===== src/rtl/alu_op_sequencer.sv =====
// Sequences one request at a time through an external combinational ALU,
// registering the result and chaining carry/borrow between requests.
module alu_op_sequencer #(
  parameter int CNT_W = 8
) (
  input  logic             clk,
  input  logic             rst,
  input  logic             in_valid,
  output logic             in_ready,
  input  logic [3:0]       in_a,
  input  logic [3:0]       in_b,
  input  logic [2:0]       in_op,
  input  logic             in_chain,
  input  logic             flag_clr,
  output logic [3:0]       alu_a,
  output logic [3:0]       alu_b,
  output logic [2:0]       alu_control,
  output logic             alu_c_in,
  output logic             alu_b_in,
  input  logic [3:0]       alu_c,
  input  logic             alu_c_out,
  input  logic             alu_b_out,
  input  logic [1:0]       alu_cmp,
  output logic             out_valid,
  input  logic             out_ready,
  output logic [3:0]       out_result,
  output logic             out_carry,
  output logic             out_borrow,
  output logic [1:0]       out_cmp,
  output logic [2:0]       out_op,
  output logic             carry_flag,
  output logic             borrow_flag,
  output logic [CNT_W-1:0] ops_done
);

  typedef enum logic [1:0] {
    IDLE,
    EXEC,
    DONE
  } state_t;

  localparam logic [2:0] OP_ADD = 3'b001;
  localparam logic [2:0] OP_SUB = 3'b010;

  state_t     state, state_nx;
  logic [3:0] a_q, b_q;
  logic [2:0] op_q;
  logic       chain_q;
  logic       in_xfer, out_xfer;
  logic       in_exec;

  always_comb begin
    state_nx  = state;
    in_ready  = 1'b0;
    out_valid = 1'b0;
    unique case (state)
      IDLE: begin
        in_ready = 1'b1;
        if (in_valid) state_nx = EXEC;
      end
      EXEC: state_nx = DONE;
      DONE: begin
        out_valid = 1'b1;
        in_ready  = out_ready;
        if (out_ready)
          state_nx = in_valid ? EXEC : IDLE;
      end
      default: state_nx = IDLE;
    endcase
  end

  assign in_xfer  = in_valid & in_ready;
  assign out_xfer = out_valid & out_ready;
  assign in_exec  = (state == EXEC);

  always_ff @(posedge clk or posedge rst) begin
    if (rst) state <= IDLE;
    else     state <= state_nx;
  end

  // ALU inputs come only from the captured request
  always_ff @(posedge clk or posedge rst) begin
    if (rst) begin
      a_q     <= '0;
      b_q     <= '0;
      op_q    <= '0;
      chain_q <= 1'b0;
    end else if (in_xfer) begin
      a_q     <= in_a;
      b_q     <= in_b;
      op_q    <= in_op;
      chain_q <= in_chain;
    end
  end

  assign alu_a       = a_q;
  assign alu_b       = b_q;
  assign alu_control = op_q;
  assign alu_c_in    = carry_flag & chain_q;
  assign alu_b_in    = borrow_flag & chain_q;

  always_ff @(posedge clk or posedge rst) begin
    if (rst) begin
      out_result <= '0;
      out_carry  <= 1'b0;
      out_borrow <= 1'b0;
      out_cmp    <= '0;
      out_op     <= '0;
    end else if (in_exec) begin
      out_result <= alu_c;
      out_carry  <= alu_c_out;
      out_borrow <= alu_b_out;
      out_cmp    <= alu_cmp;
      out_op     <= op_q;
    end
  end

  // clear wins over a same-cycle flag load
  always_ff @(posedge clk or posedge rst) begin
    if (rst) begin
      carry_flag  <= 1'b0;
      borrow_flag <= 1'b0;
    end else if (flag_clr) begin
      carry_flag  <= 1'b0;
      borrow_flag <= 1'b0;
    end else if (in_exec) begin
      if (op_q == OP_ADD) carry_flag  <= alu_c_out;
      if (op_q == OP_SUB) borrow_flag <= alu_b_out;
    end
  end

  always_ff @(posedge clk or posedge rst) begin
    if (rst)           ops_done <= '0;
    else if (out_xfer) ops_done <= ops_done + CNT_W'(1);
  end

endmodule


===== config.mk =====
export PLATFORM = sky130hd
export DESIGN_NAME = alu_op_sequencer
export DESIGN_NICKNAME = d
export VERILOG_FILES = /design/src/rtl/alu_op_sequencer.sv
export SDC_FILE = /design/constraint.sdc
export NUM_CORES = 1
export LEC_CHECK = 0
export ABC_AREA = 1
export CORE_ASPECT_RATIO = 1.1
export CORE_MARGIN = 3
export CORE_UTILIZATION = 25
export DETAILED_ROUTE_END_ITERATION = 8
export GPL_TIMING_DRIVEN = 0
export PLACE_DENSITY = 0.54
export SYNTH_ARGS = -nofsm -noshare
export SYNTH_HDL_FRONTEND = slang
export SYNTH_SLANG_ARGS = --single-unit

===== constraint.sdc =====
create_clock -name clk -period 2.9 [get_ports clk]
set_input_delay 0.58 -clock clk [delete_from_list [all_inputs] [get_ports clk]]
set_output_delay 0.58 -clock clk [all_outputs]
set_load 0.02 [all_outputs]

# After elaboration in Yosys (flattened, before gate mapping)
# Index checks and enable logic that the tools add are counted.
# totals
reg_bits	35
in_bits	25
out_inout_bits	36
elab_cells	43
# classes
n_addsub	1
n_eq_ne	6
muxes	12
bitwise_logic	4
reduce_logical	7
# op_table
operator	n
8-bit by 1-bit adder with 8-bit output, second input constant	1
1-bit two-way mux	8
2-bit case mux with 3 select lines	1
2-bit AND reduction	3
2-bit nonzero test	3
1-bit AND	4
2-bit two-way mux	2
2-bit inequality test, second input constant	2
3-bit by 1-bit equality test with 1-bit output, second input constant	1
3-bit by 2-bit equality test with 1-bit output, second input constant	1
2-bit by 1-bit equality test with 1-bit output, second input constant	1
2-bit equality test, second input constant	1
2-bit logical NOT	1
1-bit case mux with 2 select lines	1

# Depth between registers and ports, before layout
# logic_depth
depth_word	4
mapped_depth	7
ltp_nobuf	7

# Worst setup path after synthesis
# No wires, ideal clock.
# synth_path
kind	input to output
start	in out_ready
end	out in_ready
arrival_ps	866
required_time_ps	2320
setup_slack_ps	1454
path_stages	2
path_buffers	0
path_cell_list	inv_1 -> a21oi_2
# synth_between
elab_chain_cells	1
# synth_lines
item	line	text
start, declared	25	input logic out_ready,
1-bit case mux with 2 select lines	56	unique case (state)
end, declared	9	output logic in_ready,
# No other way between the ends.

# Worst setup path in the final report
# Same ends and word-level chain as after synthesis.

==> summary.md <==
| Metric | Value |
|---|---|
| Vias/cell | `4.10` |
| Endpoints failing setup | `0` |
| Top cells by instance count after synthesis | `nand2_1, dfrtp_1, inv_1, nand3_1, o21ai_0` |
| CP required | `2.32 ns` |
| RSZ-0062 raised after global routing | `no` |
| #FFs+latches synth | `35` |
| Yosys warning total | `0` |
| Core ar. | `5570 sq um` |
| Final cycle utilization of the critical path | `87.7%` |
| Clock Tree Root | `clkbuf_8` |
| Largest area contributor in the netlist | `dfrtp_1` |
| Fillers | `590` |
| Max cap viols | `0` |
| Cells after Synth | `175` |
| Synth cell types | `19` |
| Ys flop type | `dfrtp_1` |
| EDFF count, synth | `0` |
| Min Tclk post-route | `2.54 ns` |
| Clk_lat worst skew | `0.28 ns` |
| Synth Area in Simple Gates | `29.1%` |
| Vias in the first global route | `1,246` |
| Routability Congestion | `0.695` |
| XOR/XNOR share of the synthesized area | `1.76%` |
| Crit end category | `primary output` |
| TNS Setup | `0 ns` |
| Critical path peak fanout | `3` |
| Hold Slack | `0.472 ns` |
| Dpl hpwl | `2600 microns` |
| Combinational share of power | `38.8%` |
| Worst setup path class | `in2out` |
| Final wirelength | `3620 microns` |
| Die Ht | `87.1 microns` |
| Post-CTS Repair Setup Buffers | `0` |
| Mux contribution to synthesized area | `0%` |
| Internal | `1.18 mW` |
| # clock sinks | `35` |
| Layout Nets | `268` |
| Setup Skew | `0.00362 ns` |
| Measured slew at the worst slew-check pin | `0.745 ns` |
| CTS max path bufs | `2` |
| First-pass GRT wire length | `5710 microns` |
| Number of antenna violations at the first check in global routing | `0` |
| Register area share after synthesis | `58.6%` |
| # resized after CTS | `0` |
| Top cells by area, synth | `dfrtp_1, nand2_1, inv_1` |
| Number of hold violations in the final report | `0` |
| Pins Over Slew Limit | `0` |
| Routed len/inst | `11.4 microns` |
| Pleak | `1.13 nW` |
| Sequential Power Share | `39.7%` |
| H-tree levels | `2` |
| Port bufs | `60` |
| Post-synthesis compound-gate area fraction | `2.93%` |
| CTS Hold Bufs | `0` |
| Share of cells above drive strength 1 | `7.82%` |
| CTS Buf Count | `5` |
| Diodes inserted | `0` |
| Largest family of logic cells by synthesized area | `simple AND/OR/NAND/NOR gates` |
| Switching share of power | `35.6%` |
| P_sw | `652 uW` |
| Top-count cell post-synth | `nand2_1` |
| Drt first-iter violations | `104` |
| TritonRoute pass-1 iters | `6` |
| HP Class | `reg2reg` |
| Top-area cell type share of the netlist area | `58.6%` |
| Routed vias | `1,304` |
| Row cnt | `28` |
| Total GRT Usage | `10.8%` |
| Post-Synthesis Mean Instance Area | `8.54 sq um` |
| Initial Utilization | `26.8%` |
| Layout area overhead | `53.1%` |
| Die X-Extent | `79.7 microns` |
| DR DRC count | `0` |
| Post-synth ARST share | `100%` |
| Synthesized Nets | `201` |
| Largest net degree at the start of global routing | `36` |
| Worst setup SP type | `input pin` |
| Total gr overflow | `0` |
| Power per cell area | `800 nW/um^2` |
| Io pins | `61` |
| TritonCTS clock tree | `built` |
| Die area | `6950 sq um` |
| Clock transition at path regs | `0.07 ns` |
| Status | `finished clean` |
| Max-slew headroom | `50.3%` |
| Syn Std Cell Area | `1500 sq um` |
| Clock network power share | `21.4%` |
| Worst ir drop on vdd | `0.000258 V` |
| Fmax | `393 MHz` |
| Adder-cell share of the synthesized area | `0.837%` |
| Post-DRT Antenna Nets | `0` |
| Crit path arrival time | `1.96 ns` |
==> final timing paths <==
path                                            to              startpoint  cells past startpoint  slack [ns]
max                                       in_ready               out_ready                      4        0.36
min                         out_cmp[1]$_DFFE_PP0P_  out_cmp[1]$_DFFE_PP0P_                      2        0.47
max reg2reg                    chain_q$_DFFE_PP0P_    state[1]$_DFFE_PP0P_                      5        1.68
min reg2reg                 out_cmp[1]$_DFFE_PP0P_  out_cmp[1]$_DFFE_PP0P_                      2        0.47
max in group asynchronous  ops_done[2]$_DFFE_PP0P_                     rst                      2        1.67
min in group asynchronous   out_cmp[1]$_DFFE_PP0P_                     rst                      2        0.75
==> routing by layer <==
metal | global-route usage [%] | part of all wire, % | wire, microns
met2 | 17.3 | 46 | 1670
met1 | 12.7 | 43 | 1560
met4 | 4.15 | 1.3 | 46
met5 | 0 | 0 | 0
met3 | 4.97 | 9.6 | 347
==> per-stage QoR <==
step                      setup slack, ns  area, sq um  cells  total power [mW]  util (%)
after floorplan                      1.45         1500    175              1.09         -
after global placement              0.360         2190    310              1.45      39.3
after detailed placement            0.364         2190    310              1.46      39.3
after CTS                           0.346         2290    318              1.86      41.1
after global routing                0.313         2290    318              1.95      41.1
final                               0.356         2290    318              1.83      41.1
==> area by class of cell <==
type	count	area, sq um	area share (%)
Sequential cell	35	876	38.3
Timing Repair Buffer	60	601	26.2
Multi-Input combinational cell	116	518	22.6
Clock buffer	8	100	4.37
Tap cell	75	93.8	4.10
Inverter	20	75.1	3.28
Buffer	4	26.3	1.15
==> logic make-up (layout without fill, tap and decap cells) <==
| logic type | after synthesis | in the layout |
|---|---|---|
| AOI/OAI and AO/OA | 8 | 8 |
| buffers and inverters | 24 | 92 |
| adders and majority gates | 1 | 1 |
| xor gates and xnor gates | 3 | 3 |
| DFF | 35 | 35 |
| and+or+nand+nor | 104 | 104 |
==> flip-flops by register name, indices dropped and copies added, names as in the netlist, 2 cells and up <==
name         cells
ops_done         8
state            2
out_result       4
out_op           3
alu_control      3
alu_b            4
out_cmp          2
alu_a            4
==> cells in the final DEF, fill, tap and decap left out <==
| master | Yosys | routed |
|---|---|---|
| nand2_1 | 88 | 88 |
| clkdlybuf4s50_1 | 0 | 60 |
| dfrtp_1 | 35 | 35 |
| inv_1 | 18 | 17 |
| clkbuf_8 | 0 | 7 |
| nand3_1 | 6 | 6 |
| o21ai_0 | 6 | 6 |
| nand4_1 | 4 | 4 |
| inv_2 | 2 | 3 |
| buf_2 | 3 | 3 |
| nor2_4 | 2 | 2 |
| xor2_1 | 2 | 2 |
| nor2_2 | 1 | 1 |
| a21oi_2 | 1 | 1 |
| buf_6 | 1 | 1 |
| nand3_2 | 1 | 1 |
| nor2_1 | 1 | 1 |
| o21ai_1 | 1 | 1 |
| xnor2_1 | 1 | 1 |
| nand3b_1 | 1 | 1 |
| ha_1 | 1 | 1 |
| clkbuf_1 | 0 | 1 |
==> critical path, cell delays in order <==
cell and delay (ns):
clkdlybuf4s50_1 0.52, inv_1 0.07, a21oi_2 0.16, clkdlybuf4s50_1 0.63
==> power by group through the flow <==
| stage | Clock [mW] | Sequential [mW] | Combinational [mW] |
|---|---|---|---|
| global route | 0.433 | 0.752 | 0.764 |
| floorplan | 0 | 0.884 | 0.202 |
| global placement | 0 | 0.740 | 0.714 |
| CTS | 0.409 | 0.732 | 0.724 |
| finish | 0.392 | 0.728 | 0.711 |
| detailed placement | 0 | 0.738 | 0.722 |
Note: power is estimated with default switching activity, not from simulation.
==> patch (same settings) <==
Set the parameter `CNT_W` to 12 (it was 8).
--- a/src/rtl/alu_op_sequencer.sv
+++ b/src/rtl/alu_op_sequencer.sv
@@ -2,5 +2,5 @@
 // registering the result and chaining carry/borrow between requests.
 module alu_op_sequencer #(
-  parameter int CNT_W = 8
+  parameter int CNT_W = 12
 ) (
   input  logic             clk,
Interface: changed (resized ops_done); port bits go from 61 to 65. The function was not compared with the original's and may differ.
==> patch against the unedited design <==
Sequential cell count rose by 4. Register-to-register slack got worse by 0.03 ns. First-iteration DRC count fell by 64%. Critical path depth did not move. Sequential power rose by 7.7%. Routed wire length rose by 5.9%. Worst setup slack got worse by 0.071 ns. Area after synthesis rose by 15%. Total power rose by 5.6%. Design area rose by 12%. Largest cell class unchanged.
==> patch: results <==
set metrics [dict create \
    grt_pass1_vias 1410 \
    worstReg2RegEnd "ops_done[7]" \
    wl_per_cell_um 11.5 \
    holdPathEnd "alu_b[3]" \
    seq_area_frac_synth 0.568 \
    outcome "finished clean" \
    wl_met2_mm 1.75 \
    first_iter_violations 37 \
    routed-wl-met3_um 246 \
    r2r_cells 6 \
    cp.arrival_ns 2.04 \
    r2r_slack_ns 1.65 \
    place_ws_ns 0.279 \
    vdd_drop_max_uv 281 \
    synth_commonest_cells "nand2_1 (63), dfrtp_1 (39), inv_1 (20)" \
    timing.hold.worst.start "alu_b[3]" \
    maxSlewHeadroom 0.442 \
    r2r-start "state[0]" \
    nets 277 \
    syn-num-nets 206 \
    m1WireLength_mm 1.81 \
    synth.area.top_cells "dfrtp_1 (57%), nand2_1 (14%), inv_1 (4.4%), mux2_2 (3.9%), o21ai_0 (2.9%)" \
    portBuffers 64 \
    finalClockSkew_ns 0.00511 \
    ys_async_sr_fraction 1.00 \
    place_area_um2 2460 \
    netlist_instances 180 \
    routed_wirelength_mm 3.84 \
    largest_register_ff_count 12 \
    grt_pass1_wl_mm 6.65 \
    first_pass_iters 4 \
    grt_util_all_layers 0.102 \
    post-place-cells 326 \
    leakage_nw 1.20 \
    ys_types 22 \
]
-- patch: cell count changes in the layout (fill, tap and decap cells not counted), moves of 4 or more --
cell	unedited run	this run
dfrtp_1	35	39
clkdlybuf4s50_1	60	64
nand2_1	88	63
mux2_2	0	6
o21ai_0	6	10
nor2_1	1	7
-- patch: logic make-up (layout without fill, tap and decap cells) --
family                     after synthesis  in the layout  share of synthesized area
xor gates and xnor gates                 7              7                     0.0357
muxes                                    6              6                     0.0393
and+or+nand+nor                         91             91                      0.246
DFF                                     39             39                      0.568
AOI/OAI and AO/OA                       12             12                     0.0349
adders and majority gates                1              1                    0.00728
buffers and inverters                   24             96                     0.0691
-- patch: area by class of cell --
type	count	area, um^2
Buffer	2	31.3
Clock buffer	7	96.3
Clock inverter	1	7.51
Fill cell	650	4070
Inverter	22	87.6
Multi-Input combinational cell	117	624
Sequential cell	39	976
Tap cell	82	103
Timing Repair Buffer	64	641
-- patch: worst max-delay path by stage --
stage | endpoint | cells after the start | start | slack, ns
2_1_floorplan | alu_a[0] | 1 | rst | 1.43
3_3_place_gp | in_ready | 4 | out_ready | 0.26
4_1_cts | in_ready | 4 | out_ready | 0.27
5_1_grt | in_ready | 4 | out_ready | 0.20
3_5_place_dp | in_ready | 4 | out_ready | 0.28
6_report | in_ready | 4 | out_ready | 0.28
-- patch: metal layers --
metal / global-route usage / vias to the layer above
li1: - / 697
met1: 0.132 / 613
met2: 0.170 / 45
met3: 0.0300 / 4
met4: 0.0237 / 0
met5: 0 / -
-- patch: through the flow --
| stage | util | hold slack (ns) |
|---|---|---|
| 5_1_grt | 0.387 | 0.509 |
| 6_report | 0.387 | 0.485 |
| 4_1_cts | 0.387 | 0.491 |
| 2_1_floorplan | - | 0.471 |
| 3_5_place_dp | 0.371 | 0.469 |
| 3_3_place_gp | 0.371 | 0.463 |
-- patch: critical path, cell delays in order --
cell and delay (ns):
clkdlybuf4s50_1 0.57, nor2_2 0.09, nor2_4 0.16, clkdlybuf4s50_1 0.63
-- patch: power breakdown --
group          switching [W]  internal [W]  leakage, nW
Clock               0.000196      0.000217       0.0505
Sequential          0.000101      0.000682        0.489
Combinational       0.000373      0.000364        0.660
Total               0.000671       0.00126         1.20
